**src/rtl/pipelined_addsub.sv**
```systemverilog
`default_nettype none
// ============================================================================
// Module      : pipelined_addsub
// Description : Multi-cycle adder/subtractor. Each operation is accepted in
//               one cycle and then processed CHUNK bits per clock, least
//               significant chunk first, using a single CHUNK-bit adder.
//               Optional signed saturation when ADDSUB_SATURATE_EN is defined.
// Revision    : 1.0 - initial release
// ============================================================================
module pipelined_addsub #(
    parameter int WIDTH = 32,
    parameter int CHUNK = 8
) (
    input  logic             clk,
    input  logic             rst,
    input  logic             start,
    input  logic             sub,
    input  logic [WIDTH-1:0] input1,
    input  logic [WIDTH-1:0] input2,
    output logic             busy,
    output logic             done,
    output logic [WIDTH-1:0] answer,
    output logic             carry_out,
    output logic             overflow
);

    localparam int N  = WIDTH / CHUNK;
    localparam int CW = (N > 1) ? $clog2(N) : 1;

    localparam logic [CW-1:0] c_LAST = CW'(N - 1);

    localparam logic [1:0] c_IDLE = 2'd0;
    localparam logic [1:0] c_BUSY = 2'd1;
    localparam logic [1:0] c_DONE = 2'd2;

    logic [1:0]       r_state;
    logic [CW-1:0]    r_k;
    logic [WIDTH-1:0] r_a;        // operand A, shifted right one chunk per cycle
    logic [WIDTH-1:0] r_b;        // conditionally inverted operand B, shifted likewise
    logic             r_carry;
    logic             r_a_msb;    // sign bits kept aside for the overflow test
    logic             r_b_msb;

    logic [CHUNK-1:0] w_chunk_sum;
    logic             w_cout;
    logic [WIDTH-1:0] w_sum_next; // full sum as it will look after this edge
    logic             w_ovf;
    logic [WIDTH-1:0] w_ans;

    // One CHUNK-wide adder slice working on the current low chunk
    always_comb begin
        {w_cout, w_chunk_sum} = {1'b0, r_a[CHUNK-1:0]} + {1'b0, r_b[CHUNK-1:0]}
                              + {{CHUNK{1'b0}}, r_carry};
    end

    // Partial sum storage: completed chunks enter at the top and move down,
    // so after the last chunk the word is already aligned.
    generate
        if (N > 1) begin : g_multi
            logic [WIDTH-CHUNK-1:0] r_sum;

            // Collect finished chunks while busy
            always_ff @(posedge clk or posedge rst) begin
                if (rst) begin
                    r_sum <= '0;
                end else if (r_state == c_BUSY) begin
                    r_sum <= w_sum_next[WIDTH-1:CHUNK];
                end
            end

            assign w_sum_next = {w_chunk_sum, r_sum};
        end else begin : g_single
            assign w_sum_next = w_chunk_sum;
        end
    endgenerate

    // Signed overflow: like-signed operands giving a different-signed result
    always_comb begin
        w_ovf = (r_a_msb == r_b_msb) && (w_sum_next[WIDTH-1] != r_a_msb);
    end

    // Final result value, optionally clamped on signed overflow
    always_comb begin
`ifdef ADDSUB_SATURATE_EN
        if (w_ovf) begin
            w_ans = r_a_msb ? {1'b1, {(WIDTH-1){1'b0}}} : {1'b0, {(WIDTH-1){1'b1}}};
        end else begin
            w_ans = w_sum_next;
        end
`else
        w_ans = w_sum_next;
`endif
    end

    // Control FSM, operand capture, chunk stepping and result registers
    always_ff @(posedge clk or posedge rst) begin
        if (rst) begin
            r_state   <= c_IDLE;
            r_k       <= '0;
            r_a       <= '0;
            r_b       <= '0;
            r_carry   <= 1'b0;
            r_a_msb   <= 1'b0;
            r_b_msb   <= 1'b0;
            answer    <= '0;
            carry_out <= 1'b0;
            overflow  <= 1'b0;
        end else begin
            case (r_state)
                c_IDLE, c_DONE: begin
                    if (start) begin
                        r_a     <= input1;
                        r_b     <= input2 ^ {WIDTH{sub}};
                        r_carry <= sub;
                        r_a_msb <= input1[WIDTH-1];
                        r_b_msb <= input2[WIDTH-1] ^ sub;
                        r_k     <= '0;
                        r_state <= c_BUSY;
                    end else begin
                        r_state <= c_IDLE;
                    end
                end
                c_BUSY: begin
                    r_a     <= r_a >> CHUNK;
                    r_b     <= r_b >> CHUNK;
                    r_carry <= w_cout;
                    r_k     <= r_k + CW'(1);
                    if (r_k == c_LAST) begin
                        answer    <= w_ans;
                        carry_out <= w_cout;
                        overflow  <= w_ovf;
                        r_state   <= c_DONE;
                    end
                end
                default: begin
                    r_state <= c_IDLE;
                end
            endcase
        end
    end

    assign busy = (r_state == c_BUSY);
    assign done = (r_state == c_DONE);

endmodule
`default_nettype wire
```
**config.mk**
```make
export PLATFORM = sky130hd
export DESIGN_NAME = pipelined_addsub
export DESIGN_NICKNAME = d
export VERILOG_FILES = /design/src/rtl/pipelined_addsub.sv
export SDC_FILE = /design/constraint.sdc
export NUM_CORES = 1
export LEC_CHECK = 0
export ABC_AREA = 1
export BUFFER_PORTS_ARGS = -buffer_cell sky130_fd_sc_hd__buf_4
export CAP_MARGIN = 15
export CELL_PAD_IN_SITES_DETAIL_PLACEMENT = 1
export CELL_PAD_IN_SITES_GLOBAL_PLACEMENT = 2
export CORE_UTILIZATION = 29
export CTS_BUF_LIST = sky130_fd_sc_hd__clkbuf_8
export DETAILED_ROUTE_END_ITERATION = 7
export GPL_ROUTABILITY_DRIVEN = 0
export PLACE_DENSITY_LB_ADDON = 0.1
export SKIP_LAST_GASP = 1
export SLEW_MARGIN = 20
export SYNTH_ARGS = -nofsm -noshare
export SYNTH_HDL_FRONTEND = slang
export SYNTH_SLANG_ARGS = --single-unit
```
**constraint.sdc**
```tcl
create_clock -name clk -period 4.95 [get_ports clk]
set_clock_uncertainty 0.15 [all_clocks]
set_input_delay 0.99 -clock clk [delete_from_list [all_inputs] [get_ports clk]]
set_output_delay 0.99 -clock clk [all_outputs]
set_load 0.01 [all_outputs]
```
After elaboration in Yosys (flattened, before gate mapping)
Cells that the tools add are included.
{"block": "word_totals", "n_memories": 0, "romBits": 0, "ramBits": 0, "latchBits": 0, "register_bits": 129, "inputBits": 68}
{"block": "classes", "shifts": 0, "eq_ne": 7, "mul": 0, "muxes": 11, "n_bitwise": 2, "n_reduce_logical": 7, "n_addsub": 3, "n_lt_le_gt_ge": 0, "div": 0}
{"op": "$pmux 32 s2", "count": 2}
{"op": "$mux 32", "count": 2}
{"op": "$xor 32x32->32", "count": 1}
{"op": "$add 8x8->9", "count": 1}
{"op": "$add 9x1->9", "count": 1}
{"op": "$pmux 2 s2", "count": 2}
{"op": "$reduce_and 2->1", "count": 3}
{"op": "$eq 2x2->1 const B", "count": 2}
{"op": "$mux 2", "count": 2}
{"op": "$add 2x1->2 const B", "count": 1}
{"op": "$eq 2x1->1 const B", "count": 1}
{"op": "$logic_not 2->1", "count": 1}
{"op": "$mux 1", "count": 2}
{"op": "$ne 2x1->1 const B", "count": 1}
{"op": "$ne 2x2->1 const B", "count": 1}
{"op": "$pmux 1 s2", "count": 1}
{"op": "$reduce_bool 2->1", "count": 1}
{"op": "$reduce_or 2->1", "count": 1}
{"op": "$eq 1x1->1", "count": 1}
{"op": "$logic_and 1x1->1", "count": 1}
{"op": "$ne 1x1->1", "count": 1}
{"op": "$xor 1x1->1", "count": 1}

Logic depth before layout (Yosys ltp)
{"block": "logic_depth", "ltp_word": 4, "ltp_mapped": 9}

Worst setup path after synthesis
OpenSTA, ideal clock, no wires.
{"block": "synth_path", "kind": "reg2reg", "startpoint": "register r_a[0]", "endpoint": "register r_carry", "required_time_ns": 4.676, "arrival_ns": 1.781, "slack_ns": 2.895, "path_stages_with_launch": 9, "cell_sequence": "dfrtp_1 -> fa_1 -> fa_1 -> nand3_1 -> nand2_1 -> a21oi_1 -> o21ai_0 -> nand2_1 -> nand3_1"}
{"block": "synth_via", "elab_chain_cells": 3}
{"element": "start: declaration", "line": "38", "rtl": "logic [WIDTH-1:0] r_a;"}
{"element": "start signal: assignment", "line": "112", "rtl": "r_a <= input1;"}
{"element": "start signal: assignment", "line": "124", "rtl": "r_a <= r_a >> CHUNK;"}
{"element": "$add 8x8->9", "line": "52", "rtl": "{w_cout, w_chunk_sum} = {1'b0, r_a[CHUNK-1:0]} + {1'b0, r_b[CHUNK-1:0]}"}
{"element": "$add 9x1->9", "line": "53", "rtl": "+ {{CHUNK{1'b0}}, r_carry};"}
{"element": "$pmux 1 s2", "line": "109", "rtl": "case (r_state)"}
{"element": "end signal: assignment", "line": "114", "rtl": "r_carry <= sub;"}
{"element": "end signal: assignment", "line": "126", "rtl": "r_carry <= w_cout;"}
{"element": "end: declaration", "line": "40", "rtl": "logic r_carry;"}
Every way passes these cells.
A chain may end at the register's enable or synchronous reset.

Worst setup path in the final report
{"block": "layout_path", "startpoint": "register r_state[1]", "endpoint": "output port busy"}
{"block": "layout_via", "elab_chain_cells": 1}
{"element": "start: declaration", "line": "36", "rtl": "logic [1:0] r_state;"}
{"element": "start signal: assignment", "line": "98", "rtl": "r_state <= c_IDLE;"}
{"element": "start signal: assignment", "line": "118", "rtl": "r_state <= c_BUSY;"}
{"element": "start signal: assignment", "line": "120", "rtl": "r_state <= c_IDLE;"}
{"element": "$eq 2x1->1", "line": "142", "rtl": "assign busy = (r_state == c_BUSY);"}
{"element": "end: declaration", "line": "20", "rtl": "output logic busy,"}
Every way passes these cells.

==> results.cfg <==
[power_and_ir_drop]
clkPwrFrac_pct = 21.2
swShare_pct = 39.5
p_comb_share_pct = 40.9
seq_power_share_pct = 37.9
p_leak_nw = 3.44
p_sw_mw = 1.90
p_int_mw = 2.91
ir_drop_mv = 0.199
power_density_mw_per_mm2 = 676

[worst_setup_path]
crit_path_end_kind = output port
reg2reg_from = r_state[1]
path_cells = nor2_4 -> buf_4 -> buf_4
crit_path_start = r_state[1]
crit_buf_inv = 2
r2r_setup_slack_ps = 2380
crit_required_ps = 3810
reg2reg_to = r_b[22]
crit_fanout = 27
cpPeakStageDelay_ps = 490
worstSetupPathDepth = 3
critPathSlowestCell = nor2_4
critical-path-top-delay-family = buffers and inverters
cp_common_cell = buf_4
reg2reg_depth = 6
arrival_ps = 1920
path_class = reg2out
crit_end = busy
startpoint_type = register

[floorplanning]
initial_core_util_pct = 30.1
die_x_um = 142
fp.dieH_um = 142
rows = 50
die_area_mm2 = 0.0202
coreArea_mm2 = 0.0190
num_io_pins = 104

[detailed_routing]
drc = 0
vias = 4442
ant_nets = 0
avgRoutedWirePerCell_um = 15.3
avgViaCountPerCell = 4.54
first_iter_violations = 254
first_pass_iters = 4
routed_wirelength_um = 15000

[sta]
fin_setup_tns_ps = 0
fin_crit_sh_pct = 61.8
whs_ps = 334
relSlewSlack_pct = 36.8
max_freq_ghz = 0.327
min_period_ps = 3060
rsz0062_at_grt = no
worstMarginPinSlew_ps = 947
finalSetupViolCount = 0
hold_violations = 0
slew_viol_final = 0

[layout]
layout_commonest_cell = nand2_1
area_delta_synth_final_pct = 24.7
antenna_cells = 0
layout_common_cells = nand2_1, dfrtp_1, buf_4, inv_1, o21ai_0
fill_cells = 2235
num-nets-final = 784
layout-drive-gt1-share_pct = 20.3

[yosys]
synth_top_area_share_pct = 56.6
synthCells = 614
synth_area_mm2 = 0.00570
synth_edf_count = 0
synth_seq_cells = 129
syn_nets = 692
synth_flop_cell = dfrtp_1
async_flop_share_pct = 100
yosysSeqAreaShare_pct = 56.6
synth.area.top_cells = dfrtp_1, nand2_1, o21ai_0
ys.warnings.count = 0
ys_types = 27
yosysTopAreaCell = dfrtp_1
syn_avg_cell_area_um2 = 9.28

[placement]
port_buffers = 103
dpl.hpwl_um = 10300

[cts]
postCtsSetupRepairBufs = 0
cts_sinks = 129
cts_buffers = 17
cts_tree = built
clk_pin_slew_worst_paths_ps = 80
clkLatencyLatePin_ps = 430
htreeDepth = 4
cts_max_path_buffers = 2
cts_root_buf = clkbuf_8
cts.repair.resized = 0
cts-hold-fix-buffers = 0

[global_route]
overflow = 0
grt_pass1_wl_um = 24900
grt_pass1_vias = 4684
grtUsageTotal_pct = 16.1
top_usage_layer = met2
grt_start_max_net_pins = 71
gr-usage-met2_pct = 27.2
gr-usage-met3_pct = 3.73
met1_usage_pct = 20.5
antenna_found_initial = 0

[hold_path]
hold_path_class = reg2reg

[run]
maxCapViolCount = 0

[status]
status = complete, no violations
[sequential cells by signal (all words and copies together) (netlist names)]
register,flops
r_k,2
r_a_msb,1
g_multi.r_sum,24
carry_out,1
answer,32
r_b_msb,1
r_a,32
r_state,2
r_carry,1
r_b,32
overflow,1
[cells in the mapped netlist, types with 2 or more instances]
library cell,count
nand2_1,202
dfrtp_1,129
inv_1,61
o21ai_0,46
o211ai_1,26
xnor2_1,26
buf_2,25
o221ai_1,22
a21oi_1,14
nand3_1,12
o21ai_1,11
ha_1,8
buf_4,5
o22ai_1,4
clkbuf_1,3
inv_2,3
nor2_1,3
or2_2,3
fa_1,2
xor2_1,2
[kinds of logic after synthesis]
| kind of cell | after synthesis | synth area share, % |
|---|---|---|
| xor gates and xnor gates | 28 | 4.30 |
| adders and majority gates | 10 | 2.46 |
| DFF | 129 | 56.6 |
| AOI/OAI and AO/OA | 126 | 13.9 |
| and+or+nand+nor | 222 | 15.2 |
| buffers and inverters | 99 | 7.53 |
[metrics by stage]
step | power [mW] | worst slack (ps) | cells | utilization (%) | cell area, um2
after floorplan | 3.13 | 369 | 614 | - | 5700
after global placement | 3.79 | 1780 | 947 | 35.1 | 6660
after detailed placement | 3.87 | 1700 | 947 | 35.1 | 6660
after CTS | 4.91 | 1830 | 979 | 37.5 | 7110
after global routing | 5.25 | 1750 | 979 | 37.5 | 7110
final | 4.80 | 1890 | 979 | 37.5 | 7110
[how the worst min path moves through the flow]
stage / start / endpoint / slack (ps) / cells past startpoint
6_report: answer[26] / answer[26] / 330 / 2
5_1_grt: g_multi.r_sum[7] / answer[7] / 360 / 2
3_3_place_gp: g_multi.r_sum[3] / answer[3] / 310 / 2
4_1_cts: g_multi.r_sum[3] / answer[3] / 340 / 2
2_1_floorplan: g_multi.r_sum[0] / answer[0] / 290 / 2
3_5_place_dp: g_multi.r_sum[3] / answer[3] / 320 / 2
[worst reg2reg max path: cells and delay by family, from the launching register on]
| family | cells | cell delay (ps) |
|---|---|---|
| flip-flops | 1 | 420 |
| AO/OA/AOI/OAI | 1 | 110 |
| buffers and inverters | 2 | 570 |
| AND/OR/NAND/NOR | 3 | 1180 |
[cell type report]
class / instances / area (um2) / share of cell area [%]
multi-input cells: 386 / 2040 / 28.7
inverters: 64 / 243 / 3.42
clock buffers: 18 / 248 / 3.49
repair buffers: 108 / 823 / 11.6
well taps: 260 / 325 / 4.58
clock inverters: 14 / 196 / 2.76
flip-flops and latches: 129 / 3230 / 45.4
[layer usage]
layer,share of wire (%),up-vias
met4,0.91,0
li1,-,2180
met5,0,-
met3,3.1,6
met2,49,75
met1,47,2181
[power groups by stage]
stage / Clock, mW / Combinational (mW) / Sequential (mW)
CTS: 1.05 / 2.03 / 1.83
global route: 1.09 / 2.28 / 1.88
finish: 1.02 / 1.96 / 1.82
detailed placement: 0 / 2.02 / 1.85
global placement: 0 / 1.96 / 1.84
floorplan: 0 / 1.32 / 1.81
Note: power is estimated with default switching activity, not from simulation.
